### src/rtl/cpu_pkg.sv
// Shared pipeline definitions: write-back select codes, exception constants and
// commit-stage state encoding.
package cpu_pkg;

    localparam logic [1:0] WB_ALU  = 2'd0;
    localparam logic [1:0] WB_MEM  = 2'd1;
    localparam logic [1:0] WB_LINK = 2'd2;

    localparam logic [4:0] EXC_OVF = 5'd12;

    localparam logic [31:0] ERET_WORD  = 32'h4200_0018;
    localparam logic [31:0] EXC_VECTOR = 32'h0000_4180;
    localparam logic [31:0] RESET_PC   = 32'h0000_3000;

    typedef enum logic {
        RUN     = 1'b0,
        HANDLER = 1'b1
    } state_e;

endpackage

### src/rtl/wb_mux.sv
// Write-back data select between ALU result, load data and link address.
module wb_mux
    import cpu_pkg::*;
(
    input  logic [1:0]  i_sel,
    input  logic [31:0] i_alu,
    input  logic [31:0] i_mem,
    input  logic [31:0] i_link,
    output logic [31:0] o_data
);

    always_comb begin
        o_data = i_alu;
        case (i_sel)
            WB_MEM:  o_data = i_mem;
            WB_LINK: o_data = i_link;
            default: o_data = i_alu;
        endcase
    end

endmodule

### src/rtl/wb_commit.sv
// Write-back / commit stage: register-file write port, jump and exception redirect,
// EXL/EPC/Cause tracking with ERET return, and a retired-instruction counter.
module wb_commit
    import cpu_pkg::*;
#(
    parameter logic [31:0] RESET_PC   = cpu_pkg::RESET_PC,
    parameter logic [31:0] EXC_VECTOR = cpu_pkg::EXC_VECTOR,
    parameter logic [31:0] ERET_WORD  = cpu_pkg::ERET_WORD
) (
    input  logic        clk,
    input  logic        rst,
    input  logic [31:0] Wr_Jtarget,
    input  logic [31:0] Wr_ALUres,
    input  logic [31:0] Wr_dout,
    input  logic [31:0] Wr_instr,
    input  logic [31:0] Wr_pcadd4,
    input  logic [4:0]  Wr_Rw,
    input  logic        Wr_Overflow,
    input  logic [1:0]  Wr_MemtoReg,
    input  logic        Wr_RegWr,
    input  logic [2:0]  Wr_jump,
    output logic        rf_we,
    output logic [4:0]  rf_waddr,
    output logic [31:0] rf_wdata,
    output logic        Flush,
    output logic        pc_redirect,
    output logic [31:0] pc_target,
    output logic [31:0] epc,
    output logic [4:0]  cause,
    output logic        exl,
    output logic [31:0] retire_cnt
);

    state_e      r_state;
    state_e      w_state_nxt;
    logic [31:0] r_epc;
    logic [4:0]  r_cause;
    logic [31:0] r_retire_cnt;

    logic        w_bubble;
    logic        w_is_eret;
    logic        w_in_handler;
    logic        w_take_exc;
    logic        w_do_eret;
    logic        w_do_jump;
    logic        w_redirect;
    logic [31:0] w_target;
    logic        w_retire;

    assign w_bubble     = (Wr_instr == 32'd0);
    assign w_is_eret    = (Wr_instr == ERET_WORD);
    assign w_in_handler = (r_state == HANDLER);

    // No nested exceptions: overflow inside the handler only suppresses the write.
    assign w_take_exc = ~w_in_handler & Wr_Overflow & ~w_bubble;
    assign w_do_eret  = w_in_handler & w_is_eret;
    // ERET outside the handler is a no-op, so an ERET word never acts as a jump.
    assign w_do_jump  = ~w_bubble & ~w_is_eret & ~w_take_exc & (Wr_jump != 3'd0);
    assign w_retire   = ~w_bubble & ~w_take_exc;

    always_comb begin
        w_state_nxt = r_state;
        w_redirect  = 1'b0;
        w_target    = 32'd0;
        if (w_take_exc) begin
            w_redirect  = 1'b1;
            w_target    = EXC_VECTOR;
            w_state_nxt = HANDLER;
        end else if (w_do_eret) begin
            w_redirect  = 1'b1;
            w_target    = r_epc;
            w_state_nxt = RUN;
        end else if (w_do_jump) begin
            w_redirect  = 1'b1;
            w_target    = Wr_Jtarget;
        end
        if (rst) begin
            w_redirect = 1'b0;
            w_target   = 32'd0;
        end
    end

    always_ff @(posedge clk) begin
        if (rst) begin
            r_state      <= RUN;
            r_epc        <= 32'd0;
            r_cause      <= 5'd0;
            r_retire_cnt <= 32'd0;
        end else begin
            r_state <= w_state_nxt;
            if (w_take_exc) begin
                r_epc   <= Wr_pcadd4 - 32'd4;
                r_cause <= EXC_OVF;
            end else if (w_do_eret) begin
                r_cause <= 5'd0;
            end
            if (w_retire) begin
                r_retire_cnt <= r_retire_cnt + 32'd1;
            end
        end
    end

    // Vectors and the bubble PC must be word aligned for epc = pcadd4 - 4 to hold.
    always_comb begin
        assert ((RESET_PC[1:0] == 2'b00) && (EXC_VECTOR[1:0] == 2'b00));
    end

    wb_mux u_wb_mux (
        .i_sel  (Wr_MemtoReg),
        .i_alu  (Wr_ALUres),
        .i_mem  (Wr_dout),
        .i_link (Wr_pcadd4),
        .o_data (rf_wdata)
    );

    // Any overflow, taken or not, blocks the write; ERET never writes.
    assign rf_we       = Wr_RegWr & ~Wr_Overflow & ~w_is_eret & (Wr_Rw != 5'd0) & ~rst;
    assign rf_waddr    = Wr_Rw;
    assign Flush       = w_redirect;
    assign pc_redirect = w_redirect;
    assign pc_target   = w_target;

    assign epc        = r_epc;
    assign cause      = r_cause;
    assign exl        = w_in_handler;
    assign retire_cnt = r_retire_cnt;

endmodule

### config.mk
export PLATFORM = sky130hd
export DESIGN_NAME = wb_commit
export DESIGN_NICKNAME = d
export VERILOG_FILES = /design/src/rtl/cpu_pkg.sv /design/src/rtl/wb_mux.sv /design/src/rtl/wb_commit.sv
export SDC_FILE = /design/constraint.sdc
export NUM_CORES = 1
export LEC_CHECK = 0
export ABC_AREA = 1
export BUFFER_PORTS_ARGS = -buffer_cell sky130_fd_sc_hd__buf_4
export CORE_AREA = 2 2 124 126
export CTS_CLUSTER_SIZE = 40
export DETAILED_ROUTE_END_ITERATION = 6
export DIE_AREA = 0 0 126 128
export MAX_ROUTING_LAYER = met4
export PLACE_DENSITY_LB_ADDON = 0.05
export SKIP_CTS_REPAIR_TIMING = 1
export SYNTH_ARGS = -nofsm -noshare
export SYNTH_HDL_FRONTEND = slang
export SYNTH_SLANG_ARGS = --single-unit
export TNS_END_PERCENT = 100
### constraint.sdc
create_clock -name clk -period 1.9 [get_ports clk]
set_input_delay 0.285 -clock clk [delete_from_list [all_inputs] [get_ports clk]]
set_output_delay 0.285 -clock clk [all_outputs]
set_load 0.05 [all_outputs]
==> flow_summary.ini, run 1 <==
[routing]
drt-initial-drc-count = 421
antenna_left = 0
via_count = 7196
drtPass1Iterations = 5
routed_wl_um = 22500
route.detailed.wl_per_inst_um = 15.5
vias_per_cell = 4.95
drc_errors = 0

[synth]
synth.most_common_cell = nand2_1
yosys_warnings = 0
syn_area_per_cell_um2 = 5.70
ys_top_cells_by_count = nand2_1, nor2_1, a21oi_1
synth-seq-cells = 65
syn_inst = 956
async_reset_ff_share_pct = 0
synth_area_um2 = 5450
yosysUniqueCellTypes = 30
synth_edf_count = 0
synth_top_area_cell = dfxtp_1
synth_area_leaders = dfxtp_1, nand2_1, nor2_1
ys.flop_type = dfxtp_1
synth_top_area_share_pct = 23.9
yosysSeqAreaShare_pct = 23.9

[timing]
hold_violations = 0
worst_slack_ns = -0.0652
clock_skew_ns = 0.00582
finalSetupViolations = 28
fin_setup_tns_ns = -0.772
period_needed_ns = 1.97
rsz0062_at_grt = yes
max_freq_mhz = 509
maxSlewViolCount = 0
whs_ns = 0.205
period_share_pct = 103

[outcome]
status = finished, violations left
violations = negative setup slack

[grt]
antenna_found_initial = 0
grt_max_degree = 47
grt_usage_pct = 26.7
grt_first_pass_wirelength_um = 34000
gr-total-overflow = 0
grt_pass1_vias = 6708

[layout]
insertedDiodeCount = 0
area_growth_syn_to_layout_pct = 77.8
final_cell_count_no_fill = 1453
utilization_pct = 65.2
final_area_um2 = 9680
multiInputGateArea_um2 = 4620
nNetsFinal = 1438
drive_gt1_share_pct = 42.1
final.fill_count = 1349
regArea_um2 = 1310

[run]
maxCapViolations = 0

[die]
die_w_um = 126
die_area_um2 = 16100
rows = 45
start_util_pct = 36.6
die_y_um = 128
core_um2 = 14900
ios = 316

[worst_hold_path]
hold_path.class = input pin to flip-flop

[clock_tree]
cts_sinks = 65
cts-buffers-inserted = 9
path_clk_slew_ns = 0.06
cts_max_level = 3
cts_tree = done
clockBufferDepth = 2
insertion_delay_ns = 0.34
clock_tree.root_cell = clkbuf_16

[setup_path]
critPathSlowestCell = dfxtp_2
crit_family = simple AND/OR/NAND/NOR gates
startpoint_type = flip-flop
crit_top_cell = nor2_4
critPathRequiredTime_ns = 1.62
path_max_fanout = 15
critPathBufInv = 2
critical_path.endpoint_type = output port
crit_chain = nor2_4 -> nor2_4 -> buf_12 -> nand3_1 -> a21oi_4 -> buf_6
cp.arrival_ns = 1.68
crit_type = flip-flop to output port
crit_path_max_incr_delay_ns = 0.35

[place]
dp_hpwl_um = 17100
dp.cells = 1433
place_ws_ns = -0.152
place_area_um2 = 8750
gp_congestion = 0.951
io_buffers = 312

[power_and_ir_drop]
p_leak_nw = 4.13
finalPower_mw = 5.75
p_per_area_nw_per_um2 = 594
ir_drop_uv = 343
final cells by class:
type                            count  share of cell area, %
Clock buffer                        9                   2.33
Clock inverter                      7                  0.982
Inverter                           59                   2.39
Multi-Input combinational cell    777                   47.7
Sequential cell                    65                   13.5
Tap cell                          188                   2.43
Timing Repair Buffer              348                   30.7
worst reg2reg max path: cells and delay by family (launching register included):
family                 cells  cell delay (ns)
buffers and inverters      2             0.58
and+or+nand+nor            4             0.50
DFF                        1             0.35
AOI/OAI and AO/OA          1             0.18
cells in the final DEF, fill, tap and decap left out, types with 5 or more instances in the layout:
| cell | n |
|---|---|
| nor2_4 | 22 |
| inv_1 | 52 |
| clkbuf_16 | 12 |
| nand2_1 | 245 |
| nand2_2 | 27 |
| xor2_1 | 20 |
| o21ai_0 | 7 |
| a21oi_4 | 57 |
| inv_2 | 5 |
| nand3_1 | 35 |
| buf_6 | 37 |
| xnor2_1 | 18 |
| buf_4 | 294 |
| a21oi_1 | 64 |
| nand3b_1 | 6 |
| dfxtp_1 | 62 |
| nand2_4 | 11 |
| o21ai_1 | 19 |
| nand3_2 | 19 |
| a21oi_2 | 16 |
| buf_12 | 12 |
| nor2_1 | 181 |
| nor3_1 | 11 |
where the power goes:
group | switching [mW] | leakage, nW | internal [mW]
registers | 0.0789 | 0.532 | 1.43
logic | 1.53 | 3.44 | 0.896
clock network | 0.662 | 0.155 | 1.15
total | 2.28 | 4.13 | 3.47
final timing paths:
check,slack [ns],to,start,cells past startpoint
setup / recovery,-0.07,pc_target[11],cause[2],6
hold / removal,0.20,epc[1],Wr_pcadd4[1],3
setup reg to reg,0.18,retire_cnt[7],cause[2],7
hold reg to reg,0.50,retire_cnt[30],retire_cnt[30],2
registers in the layout (all words and copies together) (netlist names):
register / flops
cause: 1
epc: 32
retire_cnt: 32
routing by layer:
layer  wire length, µm  GRT usage, %  vias to the layer above
li1                  -             -                     3645
met1              8980          30.9                     3279
met2             11900          47.6                      246
met3              1200          4.55                       26
met4               388          7.89                        0
met5                 0             -                        -
logic make-up (layout without fill, tap and decap cells):
| group | after synthesis | in the layout | synth area share, % |
|---|---|---|---|
| buf+inv | 116 | 423 | 10.6 |
| other cells | 1 | 3 | 0.0688 |
| simple gates | 566 | 566 | 42.3 |
| fa+ha+maj | 4 | 4 | 0.919 |
| compound gates | 166 | 166 | 16.1 |
| flops | 65 | 65 | 23.9 |
| xor+xnor | 38 | 38 | 6.11 |
Note: power is estimated with default switching activity, not from simulation.
==> run 2: changes to the inputs <==
--- a/config.mk
+++ b/config.mk
@@ -5,16 +5,16 @@
 export SDC_FILE = /design/constraint.sdc
 export NUM_CORES = 1
 export LEC_CHECK = 0
-export ABC_AREA = 1
 export BUFFER_PORTS_ARGS = -buffer_cell sky130_fd_sc_hd__buf_4
-export CORE_AREA = 2 2 124 126
+export CORE_AREA = 2 2 121 123
 export CTS_CLUSTER_SIZE = 40
 export DETAILED_ROUTE_END_ITERATION = 6
-export DIE_AREA = 0 0 126 128
+export DIE_AREA = 0 0 123 125
 export MAX_ROUTING_LAYER = met4
 export PLACE_DENSITY_LB_ADDON = 0.05
 export SKIP_CTS_REPAIR_TIMING = 1
 export SYNTH_ARGS = -nofsm -noshare
 export SYNTH_HDL_FRONTEND = slang
+export SYNTH_HIERARCHICAL = 1
 export SYNTH_SLANG_ARGS = --single-unit
 export TNS_END_PERCENT = 100
==> run 2 against run 1 <==
Against the previous run: sequential cell count is the same; sequential share of layout area up 1.3 points; register-to-register slack got worse by 0.34 ns; the run still ends with negative setup slack left; area after synthesis decreased by 15%; highest routed layer unchanged.
==> flow_summary.ini, run 2 <==
[outcome]
status = finished, violations left
violations = negative setup slack

[setup_path]
crit_chain = buf_6 -> or4_4 -> or3_4 -> nor4_4 -> buf_6 -> clkbuf_16 -> a221oi_1 -> nor2_1 -> buf_4
critPathBufInv = 4
crit_path_max_incr_delay_ns = 0.56
startpoint_type = input pin
worstReg2RegStart = retire_cnt[14]
r2r_cells = 6
crit_start = Wr_instr[17]
crit_family = simple AND/OR/NAND/NOR gates
critPathRequiredTime_ns = 1.62
path_max_fanout = 8
crit_top_cell = buf_6
worstReg2RegEnd = retire_cnt[26]
critical_path.endpoint_type = output port
critPathSlowestCell = or4_4
r2r_slack_ns = -0.16
cp.arrival_ns = 2.25
crit_type = input pin to output port

[clock_tree]
cts_tree = done
clockBufferDepth = 2
clock_tree.root_cell = clkbuf_16
insertion_delay_ns = 0.33
path_clk_slew_ns = 0.06
cts_sinks = 65
cts-buffers-inserted = 9
cts_max_level = 3

[synth]
syn_inst = 604
synth_area_leaders = dfxtp_1, a22oi_1, nor2_1
ys_top_cells_by_count = nor2_1, dfxtp_1, a22oi_1
synth_top_area_cell = dfxtp_1
yosys_warnings = 6
yosysSeqAreaShare_pct = 28.2
yosysUniqueCellTypes = 52
synth.most_common_cell = nor2_1
ys.flop_type = dfxtp_1
synth_top_area_share_pct = 28.2
synth_edf_count = 0
syn_area_per_cell_um2 = 7.64
async_reset_ff_share_pct = 0
synth_area_um2 = 4610
synth-seq-cells = 65

[layout]
area_growth_syn_to_layout_pct = 93.3
insertedDiodeCount = 0
utilization_pct = 62.8
final_common_cell = buf_4
final.fill_count = 1256
final_cell_mix = buf_4, nor2_1, nand2_1, dfxtp_1, a22oi_1
drive_gt1_share_pct = 57.5
nNetsFinal = 1138

[place]
dp_hpwl_um = 15100
io_buffers = 312
gp_congestion = 0.882

[routing]
drtPass1Iterations = 4
route.detailed.wl_per_inst_um = 17.1
via_count = 6040
drt-initial-drc-count = 265
antenna_left = 0
drc_errors = 0
routed_wl_um = 19600
vias_per_cell = 5.26

[timing]
max_freq_mhz = 395
hold_violations = 0
fin_setup_tns_ns = -25.45
period_needed_ns = 2.53
tightest_slew_ns = 0.583
maxSlewViolCount = 0
rsz0062_at_grt = yes
period_share_pct = 133
worst_slack_ns = -0.631
finalSetupViolations = 66
clock_skew_ns = 0.00459
slew_headroom_pct = 60.8

[power_and_ir_drop]
switching_share_pct = 37.6
internal_power_mw = 3.28
power_frac_clock_pct = 31.4
p_leak_nw = 3.72
switchingPower_mw = 1.98
p_per_area_nw_per_um2 = 590
ir_drop_uv = 377
seqPwrFrac_pct = 28.7
combPwrFrac_pct = 39.9

[worst_hold_path]
min_to = epc[1]
hp-start = Wr_pcadd4[1]
hold_path.class = input pin to flip-flop
holdPathStages = 3

[die]
core_um2 = 14200
die_area_um2 = 15400
ios = 316
start_util_pct = 32.5
rows = 44
die_w_um = 123
die_y_um = 125

[grt]
antenna_found_initial = 0
grt_max_degree = 41
grt_first_pass_wirelength_um = 29000
gr-total-overflow = 0
grt_pass1_vias = 5819
grt_usage_pct = 24.2

[run]
maxCapViolations = 0
==> run 2: cell types whose count changed after synthesis, sizes merged, moves of 13 or more <==
cell,delta
nand3,-45
or4,+22
a22oi,+61
o21ai,+14
o31ai,+13
a211oi,+29
nand2,-229
a21oi,-117
nor4,+16
nor2,-113
inv,-49
==> run 2: logic make-up after synthesis <==
family / Yosys count / share of synthesized area, %
and+or+nand+nor: 242 / 27.2
muxes: 3 / 0.705
buffers and inverters: 67 / 7.68
other: 1 / 0.0813
AOI/OAI and AO/OA: 183 / 27.6
DFF: 65 / 28.2
adders and majority gates: 4 / 1.09
xor gates and xnor gates: 39 / 7.41
==> run 2: how the worst max path moves through the flow <==
stage | end | slack, ns | cells after the start
final | pc_target[7] | -0.63 | 9
after floorplan | pc_target[7] | -0.65 | 5
after global placement | pc_target[27] | -0.61 | 8
after global routing | pc_target[8] | -0.72 | 9
after detailed placement | pc_target[21] | -0.69 | 8
after CTS | pc_target[21] | -0.70 | 8
==> run 2: tightest hold or removal path: cells and delay by family <==
family,cells,cell delay (ns)
buffers and inverters,1,0.12
AO/OA/AOI/OAI,1,0.06
AND/OR/NAND/NOR,1,0.07
==> run 2: final cells by class <==
type	count	area, µm²	share of cell area, %
clock buffers	10	239	2.68
clock inverters	6	57.6	0.646
inverters	10	37.5	0.421
multi-input cells	474	3630	40.8
flip-flops and latches	65	1320	14.8
well taps	184	230	2.58
repair buffers	400	3390	38.1
==> run 2: metal layers <==
| metal | global-route usage, % | vias up | share of wire (%) | wire length [µm] |
|---|---|---|---|---|
| li1 | - | 2955 | - | - |
| met1 | 27.1 | 2821 | 38 | 7530 |
| met2 | 42.2 | 220 | 52 | 10200 |
| met3 | 3.97 | 44 | 6.2 | 1220 |
| met4 | 9.76 | 0 | 3.4 | 666 |
| met5 | - | - | 0 | 0 |
==> run 2: stage by stage <==
stage / instance area, µm² / setup slack, ns / instances / hold WS [ns] / total power, mW
after floorplan: 5030 / -0.646 / 606 / 0.381 / 2.75
after global placement: 7970 / -0.614 / 1125 / 0.465 / 3.54
after detailed placement: 7970 / -0.690 / 1125 / 0.464 / 3.56
after CTS: 8260 / -0.699 / 1141 / 0.230 / 5.21
after global routing: 8910 / -0.716 / 1149 / 0.249 / 5.45
final: 8910 / -0.631 / 1149 / 0.248 / 5.26
==> run 2: power by group through the flow <==
stage / registers (mW) / clock network (mW) / logic, mW
after floorplan: 1.74 / 0 / 1.02
after CTS: 1.51 / 1.67 / 2.03
after global placement: 1.53 / 0 / 2.01
final: 1.51 / 1.65 / 2.10
after detailed placement: 1.53 / 0 / 2.03
after global routing: 1.51 / 1.72 / 2.21
==> run 3: changes to the inputs <==
--- a/config.mk
+++ b/config.mk
@@ -12,6 +12,7 @@
 export DIE_AREA = 0 0 123 125
 export MAX_ROUTING_LAYER = met4
 export PLACE_DENSITY_LB_ADDON = 0.05
+export REMOVE_ABC_BUFFERS = 1
 export SKIP_CTS_REPAIR_TIMING = 1
 export SYNTH_ARGS = -nofsm -noshare
 export SYNTH_HDL_FRONTEND = slang
==> constraint.sdc (replaced) <==
create_clock -name clk -period 1.9 [get_ports clk]
set_input_delay 0.095 -clock clk [delete_from_list [all_inputs] [get_ports clk]]
set_output_delay 0.095 -clock clk [all_outputs]
set_load 0.05 [all_outputs]
==> run 3 against run 2 <==
Against the previous run: the run still ends with negative setup slack left; worst setup slack improved by 0.34 ns; fmax grew 15%; wire length down 1.3%; utilization is 3.0 points lower; cell count is 0.78% lower; total power grew 1.4%; clock skew is essentially flat; sequential share of layout area is 0.61 points higher; via count decreased by 2.4%; global-route usage is 0.71 points lower; critical endpoint is now pc_target[29].
==> flow_summary.ini, run 3 (synthesis gave the netlist of run 2 again) <==
[outcome]
status = finished, violations left
violations = negative setup slack

[run]
maxCapViolations = 0

[grt]
grt_pass1_vias = 5566
gr-total-overflow = 0
grt_usage_pct = 23.5
antenna_found_initial = 0
grt_max_degree = 65
grt_first_pass_wirelength_um = 28000

[routing]
routed.top_layer = met4
vias_per_cell = 5.17
drtPass1Iterations = 4
drt-initial-drc-count = 333
antenna_left = 0
via_count = 5896
wl_met1_um = 7640
drc_errors = 0
routed-wl-met2_um = 10400
route.met3.wl_um = 1020
route.detailed.wl_per_inst_um = 17.0
routed_wl_um = 19400

[clock_tree]
cts-buffers-inserted = 9
clockBufferDepth = 2
clock_tree.root_cell = clkbuf_16
insertion_delay_ns = 0.33
cts_sinks = 65
path_clk_slew_ns = 0.05
cts_tree = done
cts_max_level = 3

[timing]
rsz0062_at_grt = yes
max_freq_mhz = 456
finalSetupViolations = 34
clock_skew_ns = 0.00412
worst_slack_ns = -0.294
tightest_slew_ns = 0.605
maxSlewViolCount = 0
hold_violations = 0
slew_headroom_pct = 59.7
period_needed_ns = 2.19
period_share_pct = 115

[layout]
area_growth_syn_to_layout_pct = 84.1
final.fill_count = 1259
final_area_um2 = 8490
final_common_cell = buf_4
insertedDiodeCount = 0
drive_gt1_share_pct = 51.9
final_cell_mix = buf_4, nor2_1, dfxtp_1, nand2_1, buf_6
nNetsFinal = 1129
utilization_pct = 59.8

[setup_path]
cp.arrival_ns = 2.10
startpoint_type = input pin
crit_start = Wr_instr[21]
crit_type = input pin to output port
worstReg2RegEnd = retire_cnt[27]
worstReg2RegStart = retire_cnt[9]
r2r_cells = 6
r2r_slack_ns = 0.09
critical_path.endpoint_type = output port
critPathRequiredTime_ns = 1.80
path_max_fanout = 8
endpoint = pc_target[29]

[power_and_ir_drop]
ir_drop_uv = 381
finalPower_mw = 5.33
p_per_area_nw_per_um2 = 628
p_leak_nw = 3.63

[die]
start_util_pct = 32.5
die_y_um = 125
die_area_um2 = 15400
ios = 316
core_um2 = 14200
rows = 44
die_w_um = 123

[place]
gp_congestion = 0.863
io_buffers = 312
place_area_um2 = 7490
dp_hpwl_um = 14600

[worst_hold_path]
holdPathStages = 3
hp-start = Wr_pcadd4[1]
hold_path.class = input pin to flip-flop
run 3: cell count changes in the layout (fill, tap and decap cells not counted), moves of 7 or more:
| cell | before | now |
|---|---|---|
| a22oi_1 | 50 | 34 |
| a22oi_2 | 11 | 27 |
| buf_6 | 39 | 50 |
| buf_8 | 9 | 0 |
| dfxtp_1 | 51 | 58 |
| nor2_1 | 62 | 81 |
| nor2_4 | 22 | 0 |
| o21ai_1 | 8 | 33 |
| o21ai_2 | 29 | 1 |
run 3: worst max-delay path: stages:
cell	delay [ns]
buf_4	0.11
or4_4	0.54
or3_4	0.42
nor4_4	0.16
buf_6	0.18
buf_6	0.16
a22oi_2	0.06
nor2_1	0.17
buf_6	0.19
run 3: report_power, final:
part | internal [mW] | leakage [nW] | switching (mW)
Clock | 1.21 | 0.162 | 0.615
Sequential | 1.43 | 0.535 | 0.0689
Combinational | 0.768 | 2.94 | 1.24
Total | 3.41 | 3.63 | 1.92
run 3: area by class of cell:
cell class / count / area [µm²] / share of cell area [%]
clock buffer: 11 / 253 / 2.98
clock inverter: 5 / 77.6 / 0.914
inverter: 10 / 37.5 / 0.442
multi-input combinational: 474 / 3350 / 39.5
sequential: 65 / 1310 / 15.4
tap: 184 / 230 / 2.71
timing repair buffer: 391 / 3230 / 38.0
run 3: worst min-delay path by stage:
stage                                 to
after floorplan           retire_cnt[23]
after CTS                 retire_cnt[24]
after detailed placement  retire_cnt[24]
final                             epc[1]
after global placement    retire_cnt[24]
after global routing              epc[1]
run 3: stage by stage:
step | TNS [ns] | instances | setup slack (ns) | hold slack [ns]
global route | -10.16 | 1140 | -0.367 | 0.0572
global placement | -23.54 | 1117 | -0.309 | 0.336
detailed placement | -25.24 | 1117 | -0.343 | 0.347
floorplan | -174.29 | 549 | -3.45 | 0.157
finish | -8.31 | 1140 | -0.294 | 0.0699
CTS | -10.83 | 1133 | -0.330 | -0.00683
run 3: metal layers:
layer  GRT usage [%]  vias to the layer above
met2            41.3                      192
met4            6.75                        0
met5               -                        -
met3            3.56                       25
met1            27.3                     2753
li1                -                     2926
